<file path="config.mk">
export PLATFORM = sky130hd
export DESIGN_NAME = mem_access_stage
export DESIGN_NICKNAME = d
export VERILOG_FILES = /design/src/rtl/common.sv /design/src/rtl/mem_lane_ext.sv /design/src/rtl/mem_access_stage.sv
export SDC_FILE = /design/constraint.sdc
export NUM_CORES = 1
export LEC_CHECK = 0
export BUFFER_PORTS_ARGS = -buffer_cell sky130_fd_sc_hd__buf_4
export CAP_MARGIN = 5
export CORE_AREA = 2 2 218 220
export CTS_CLUSTER_DIAMETER = 30
export DETAILED_ROUTE_END_ITERATION = 10
export DIE_AREA = 0 0 220 222
export HOLD_SLACK_MARGIN = 0.1
export SETUP_SLACK_MARGIN = 0.05
export SKIP_LAST_GASP = 1
export SLEW_MARGIN = 20
export SYNTH_ARGS = -nofsm -noshare
export SYNTH_HDL_FRONTEND = slang
export SYNTH_SLANG_ARGS = --single-unit
</file>
<file path="constraint.sdc">
create_clock -name clk -period 4.09 [get_ports clk]
set_input_delay 0.818 -clock clk [delete_from_list [all_inputs] [get_ports clk]]
set_output_delay 0.818 -clock clk [all_outputs]
set_load 0.05 [all_outputs]
</file>
<file path="src/rtl/common.sv">
// Shared Memory-stage types: pipeline records, control fields, access sizes and FSM states.
package common;
   localparam int DATA_W = 64;
   localparam int ADDR_W = 64;

   typedef logic [2:0] msize_t;
   localparam msize_t MSIZE_B = 3'd0;
   localparam msize_t MSIZE_H = 3'd1;
   localparam msize_t MSIZE_W = 3'd2;
   localparam msize_t MSIZE_D = 3'd3;

   typedef struct packed {
      logic   memread;
      logic   memwrite;
      msize_t msize;
      logic   msign;
   } control_t;

   typedef struct packed {
      logic [DATA_W-1:0] result;
      logic [DATA_W-1:0] srcb;
      logic [63:0]       pc;
      control_t          ctl;
      logic [4:0]        dst;
      logic              is_bubble;
   } execute_data_t;

   typedef struct packed {
      logic [DATA_W-1:0] result;
      logic [63:0]       pc;
      control_t          ctl;
      logic [4:0]        dst;
      logic              is_bubble;
   } memory_data_t;

   typedef enum logic [1:0] {IDLE, REQ, WAIT} mem_state_t;
endpackage

</file>
<file path="src/rtl/mem_lane_ext.sv">
// Byte-lane steering for stores and lane extraction / extension for loads, plus alignment check.
module mem_lane_ext
   import common::*;
#(
   parameter int XLEN = 64
) (
   input  logic [2:0]      addrLo,
   input  msize_t          msize,
   input  logic            msign,
   input  logic [XLEN-1:0] srcb,
   input  logic [XLEN-1:0] rdata,
   output logic [7:0]      strobe,
   output logic [XLEN-1:0] wdata,
   output logic [XLEN-1:0] loadVal,
   output logic            misalign
);
   logic [XLEN-1:0] shifted;
   logic [7:0]      byteMask;

   assign shifted = rdata >> {addrLo, 3'b000};
   assign wdata   = srcb << {addrLo, 3'b000};
   assign strobe  = byteMask << addrLo;

   // Sizes above a doubleword are treated as a full doubleword.
   always_comb begin
      byteMask = 8'hFF;
      misalign = |addrLo;
      loadVal  = shifted;
      case (msize)
         MSIZE_B: begin
            byteMask = 8'h01;
            misalign = 1'b0;
            loadVal  = {{(XLEN-8){msign & shifted[7]}}, shifted[7:0]};
         end
         MSIZE_H: begin
            byteMask = 8'h03;
            misalign = addrLo[0];
            loadVal  = {{(XLEN-16){msign & shifted[15]}}, shifted[15:0]};
         end
         MSIZE_W: begin
            byteMask = 8'h0F;
            misalign = |addrLo[1:0];
            loadVal  = {{(XLEN-32){msign & shifted[31]}}, shifted[31:0]};
         end
         default: ;
      endcase
   end
endmodule

</file>
<file path="src/rtl/mem_access_stage.sv">
// Memory stage: turns E/M loads/stores into valid/addr_ok/data_ok bus transactions and
// produces the reg_MW record plus the stalldata hold/bubble signal.
module mem_access_stage
   import common::*;
#(
   parameter int XLEN = 64,
   parameter int AW   = 64
) (
   input  logic            clk,
   input  logic            reset,
   input  execute_data_t   dataE_in,
   output memory_data_t    dataM_out,
   output logic            stalldata,
   output logic            dreq_valid,
   output logic [AW-1:0]   dreq_addr,
   output logic [2:0]      dreq_size,
   output logic [7:0]      dreq_strobe,
   output logic [XLEN-1:0] dreq_data,
   input  logic            dresp_addr_ok,
   input  logic            dresp_data_ok,
   input  logic [XLEN-1:0] dresp_data,
   output logic            misalign
);
   mem_state_t      state, nextState;
   logic            mem, misal, complete;
   logic [7:0]      strobe;
   logic [XLEN-1:0] wdata, loadVal;

   assign mem = !dataE_in.is_bubble && (dataE_in.ctl.memread || dataE_in.ctl.memwrite);

   mem_lane_ext #(.XLEN(XLEN)) laneExt (
      .addrLo  (dataE_in.result[2:0]),
      .msize   (dataE_in.ctl.msize),
      .msign   (dataE_in.ctl.msign),
      .srcb    (dataE_in.srcb),
      .rdata   (dresp_data),
      .strobe  (strobe),
      .wdata   (wdata),
      .loadVal (loadVal),
      .misalign(misal)
   );

   // Request fields come straight from the held E/M record, so they stay stable while stalled.
   assign dreq_addr   = dataE_in.result[AW-1:0];
   assign dreq_size   = dataE_in.ctl.msize;
   assign dreq_strobe = dataE_in.ctl.memwrite ? strobe : 8'h00;
   assign dreq_data   = wdata;

   always_ff @(posedge clk) begin
      if (!reset) state <= IDLE;
      else        state <= nextState;
   end

   always_comb begin
      nextState  = state;
      dreq_valid = 1'b0;
      complete   = 1'b0;
      misalign   = 1'b0;
      dataM_out  = '{result: dataE_in.result, pc: dataE_in.pc, ctl: dataE_in.ctl,
                     dst: dataE_in.dst, is_bubble: dataE_in.is_bubble};
      case (state)
         IDLE: begin
            if (mem && misal) begin
               misalign            = 1'b1;
               dataM_out.result    = '0;
               dataM_out.is_bubble = 1'b1;
            end else if (mem) begin
               dreq_valid = 1'b1;
               if (dresp_addr_ok) begin
                  if (dresp_data_ok) complete = 1'b1;
                  else               nextState = WAIT;
               end else begin
                  nextState = REQ;
               end
            end
         end
         REQ: begin
            dreq_valid = 1'b1;
            if (dresp_addr_ok) begin
               if (dresp_data_ok) begin
                  complete  = 1'b1;
                  nextState = IDLE;
               end else begin
                  nextState = WAIT;
               end
            end
         end
         WAIT: begin
            if (dresp_data_ok) begin
               complete  = 1'b1;
               nextState = IDLE;
            end
         end
         default: nextState = IDLE;
      endcase
      if (complete && dataE_in.ctl.memread) dataM_out.result = loadVal;
      stalldata = mem && !complete && !misalign;
      // Reset overrides everything combinationally, even mid-transaction.
      if (!reset) begin
         nextState           = IDLE;
         dreq_valid          = 1'b0;
         misalign            = 1'b0;
         stalldata           = 1'b0;
         dataM_out           = '0;
         dataM_out.is_bubble = 1'b1;
      end
   end
endmodule

</file>
==> metrics.txt <==
status=finished clean; count leader, synth=nor2_1; crit path DAT=3.12 ns; Post-Syn Area=5860 sq um; leading area contributor after synthesis=mux2i_1; Largest regs=state x2; Syn Area/Cell=6.57 sq um; Final HPWL DP=38.5 mm; CTS Root Cell=clkbuf_16; Psw=1230 uW; initial antenna violation count=13; Post-synth EDFFs=0; max-capacitance violation count=0; layout cells sized above 1=50.2%; PwrDens=194 nW/um^2; Crit path top cell by count=buf_4; core area=46,300 sq um; register area share after synthesis=0.683%; total number of H-tree levels=1; max reg flops=2; R2R cell count=3; synth warn=0; Hold Crit Endpoint=state[0]; Vias=8,629; Seq cells post-synth=2; Rows=79; 1st-iter DRT viols=419; Worst Path Max Fanout=65; cell depth of the worst hold path=1; PostCTS Resize Cnt=0; DP Worst Slack=0.207 ns; Post-synth top cells=nor2_1, and2_1, mux2i_1; Tcrit/Tclk final=96.3%; clock power share=7.3%; worst ir drop on vdd=88.6 uV; fin crit period=3.94 ns; routed vias/inst=4.45; Layout Nets=1,600; Sw Share=60.6%; worst r2r dst=state[1]; syn_nets=1,164; RSZ-0062 raised after global routing=false; final hold violation count=0; Final setup viols=0; hold path startpoint=state[1]; 1st-pass router iterations=5; DRT Wirelength=44.9 mm; CP cell instances=buf_6, buf_4, buf_12, nor2b_2, buf_4, a2bb2oi_1, nor2_1, o21ai_0, a211oi_1, buf_4; Starting Density=12.7%; largest net degree at the start of global routing=98; Int Pwr=798 uW; total design power=2020 uW; Total GRT Usage=17.1%; Gate power share=91.7%; Leakage Power=0.00509 uW; DRC errors left=0; fmax=0.254 GHz; Post-Route Utilization=22.6%; clock sink count=2; total grt overflow=0; Reg with most FFs=state; top-area cell type share of the netlist area=14.5%; chip height=222 um; Die Area=48,800 sq um; Main synth FF type=dfxtp_1; max_slew headroom=46.7%; worst-case clock buffer depth=2; critical path's largest stage delay=0.53 ns; Layout Skew=0.000824 ns; cts hold-fix bufs=0; Final ANT Viol Nets=0; Crit-path slowest cell=o21ai_0; CP Class=in -> out; Critical Path End Type=primary output; Synth async-reset ratio=0%; Slew @ Worst Pin=0.797 ns; vias in the first global route=8,737; Worst Setup Slack, final=0.152 ns; first-pass GRT wire length=60.5 mm; num ports=554; worst r2r src=state[0]; CTS Buf Count=3; PortBufs=553; worst min path class=reg -> reg; CTS tree=yes; Netlist cell types=51; r2r setup slk=3.12 ns; Die Wd=220 um; critical path data required time=3.27 ns; # Post-CTS Setup Buffers=0; GP Congestion=0.888; P&R area growth vs syn=78.1%; Area contributors post-synth=mux2i_1, and2_1, buf_4, mux2_2, nor2_1; Routed WL per cell=23.2 um; critical path launch point type=input pin; Synth Instances=892; worst-skew pair later-pin latency=0.22 ns; Clk pin slew, worst setup/hold paths=0.03 ns; Slew Limit Fails=0; Seq pwr share=1.0%
[per-layer routing]
metal	wire (um)	track usage (%)
met2	23700	33.0
met1	15100	16.8
met4	2120	7.77
met3	3810	4.49
met5	127	0
[placed cells by master (no fill, tap or decap), types with 3 or more instances in the layout]
master	n
a22oi_1	3
inv_1	4
o211a_1	16
a2bb2oi_1	7
nand2_1	63
o211ai_1	7
diode_2	4
and2_1	86
a32oi_1	6
mux2i_1	85
a31oi_1	8
o2bb2ai_1	32
a21o_1	17
mux2_4	3
mux2_2	35
or3_1	9
o21ai_1	6
nor2b_1	12
a21oi_1	56
nand2b_1	9
mux4_2	7
o21ai_0	52
clkbuf_16	3
buf_12	9
buf_4	584
o32ai_2	8
nor2_1	103
a211oi_1	25
nand3_1	32
[per-stage QoR]
| stage | hold WS [ns] | TNS (ns) | cells | instance area (sq um) |
|---|---|---|---|---|
| 4_1_cts | 0.530 | 0 | 1933 | 10400 |
| 5_1_grt | 0.586 | 0 | 1934 | 10400 |
| 6_report | 0.540 | 0 | 1937 | 10400 |
| 2_1_floorplan | 0.465 | -0.818 | 892 | 5940 |
| 3_3_place_gp | 0.502 | 0 | 1930 | 10300 |
| 3_5_place_dp | 0.526 | 0 | 1930 | 10300 |
[kinds of logic after synthesis]
logic type | after synthesis | share of synthesized area, %
simple gates | 333 | 28.1
mux | 130 | 24.7
flops | 2 | 0.683
compound gates | 258 | 30.1
buf+inv | 169 | 16.5
[cell type report]
| class | count | area [sq um] |
|---|---|---|
| Clock buffer | 3 | 75.1 |
| Inverter | 6 | 22.5 |
| Tap cell | 607 | 759 |
| Antenna cell | 4 | 10.0 |
| Fill cell | 5249 | 35800 |
| Timing Repair Buffer | 594 | 4580 |
| Sequential cell | 2 | 40.0 |
| Multi-Input combinational cell | 721 | 4950 |
[power groups by stage]
stage | combinational [uW] | clock (uW) | sequential [uW]
2_1_floorplan | 1170 | 0 | 20.8
3_3_place_gp | 1860 | 0 | 21.0
3_5_place_dp | 1860 | 0 | 21.0
4_1_cts | 1870 | 150 | 20.8
5_1_grt | 1950 | 154 | 20.9
6_report | 1860 | 147 | 20.8
[worst max-delay path, delay by kind of cell]
family	cells	cell delay (ns)
AO/OA/AOI/OAI	3	0.90
buffers and inverters	5	1.16
AND/OR/NAND/NOR	2	0.12
[how the worst max path moves through the flow]
stage,startpoint,to,depth (start not counted)
floorplan,dataE_in[140],dataM_out[84],9
global placement,dataE_in[140],dataM_out[84],10
detailed placement,dataE_in[140],dataM_out[99],8
CTS,dataE_in[140],dataM_out[99],8
global route,dataE_in[140],dataM_out[84],10
finish,dataE_in[140],dataM_out[84],10
(Power assumes the default switching activity.)
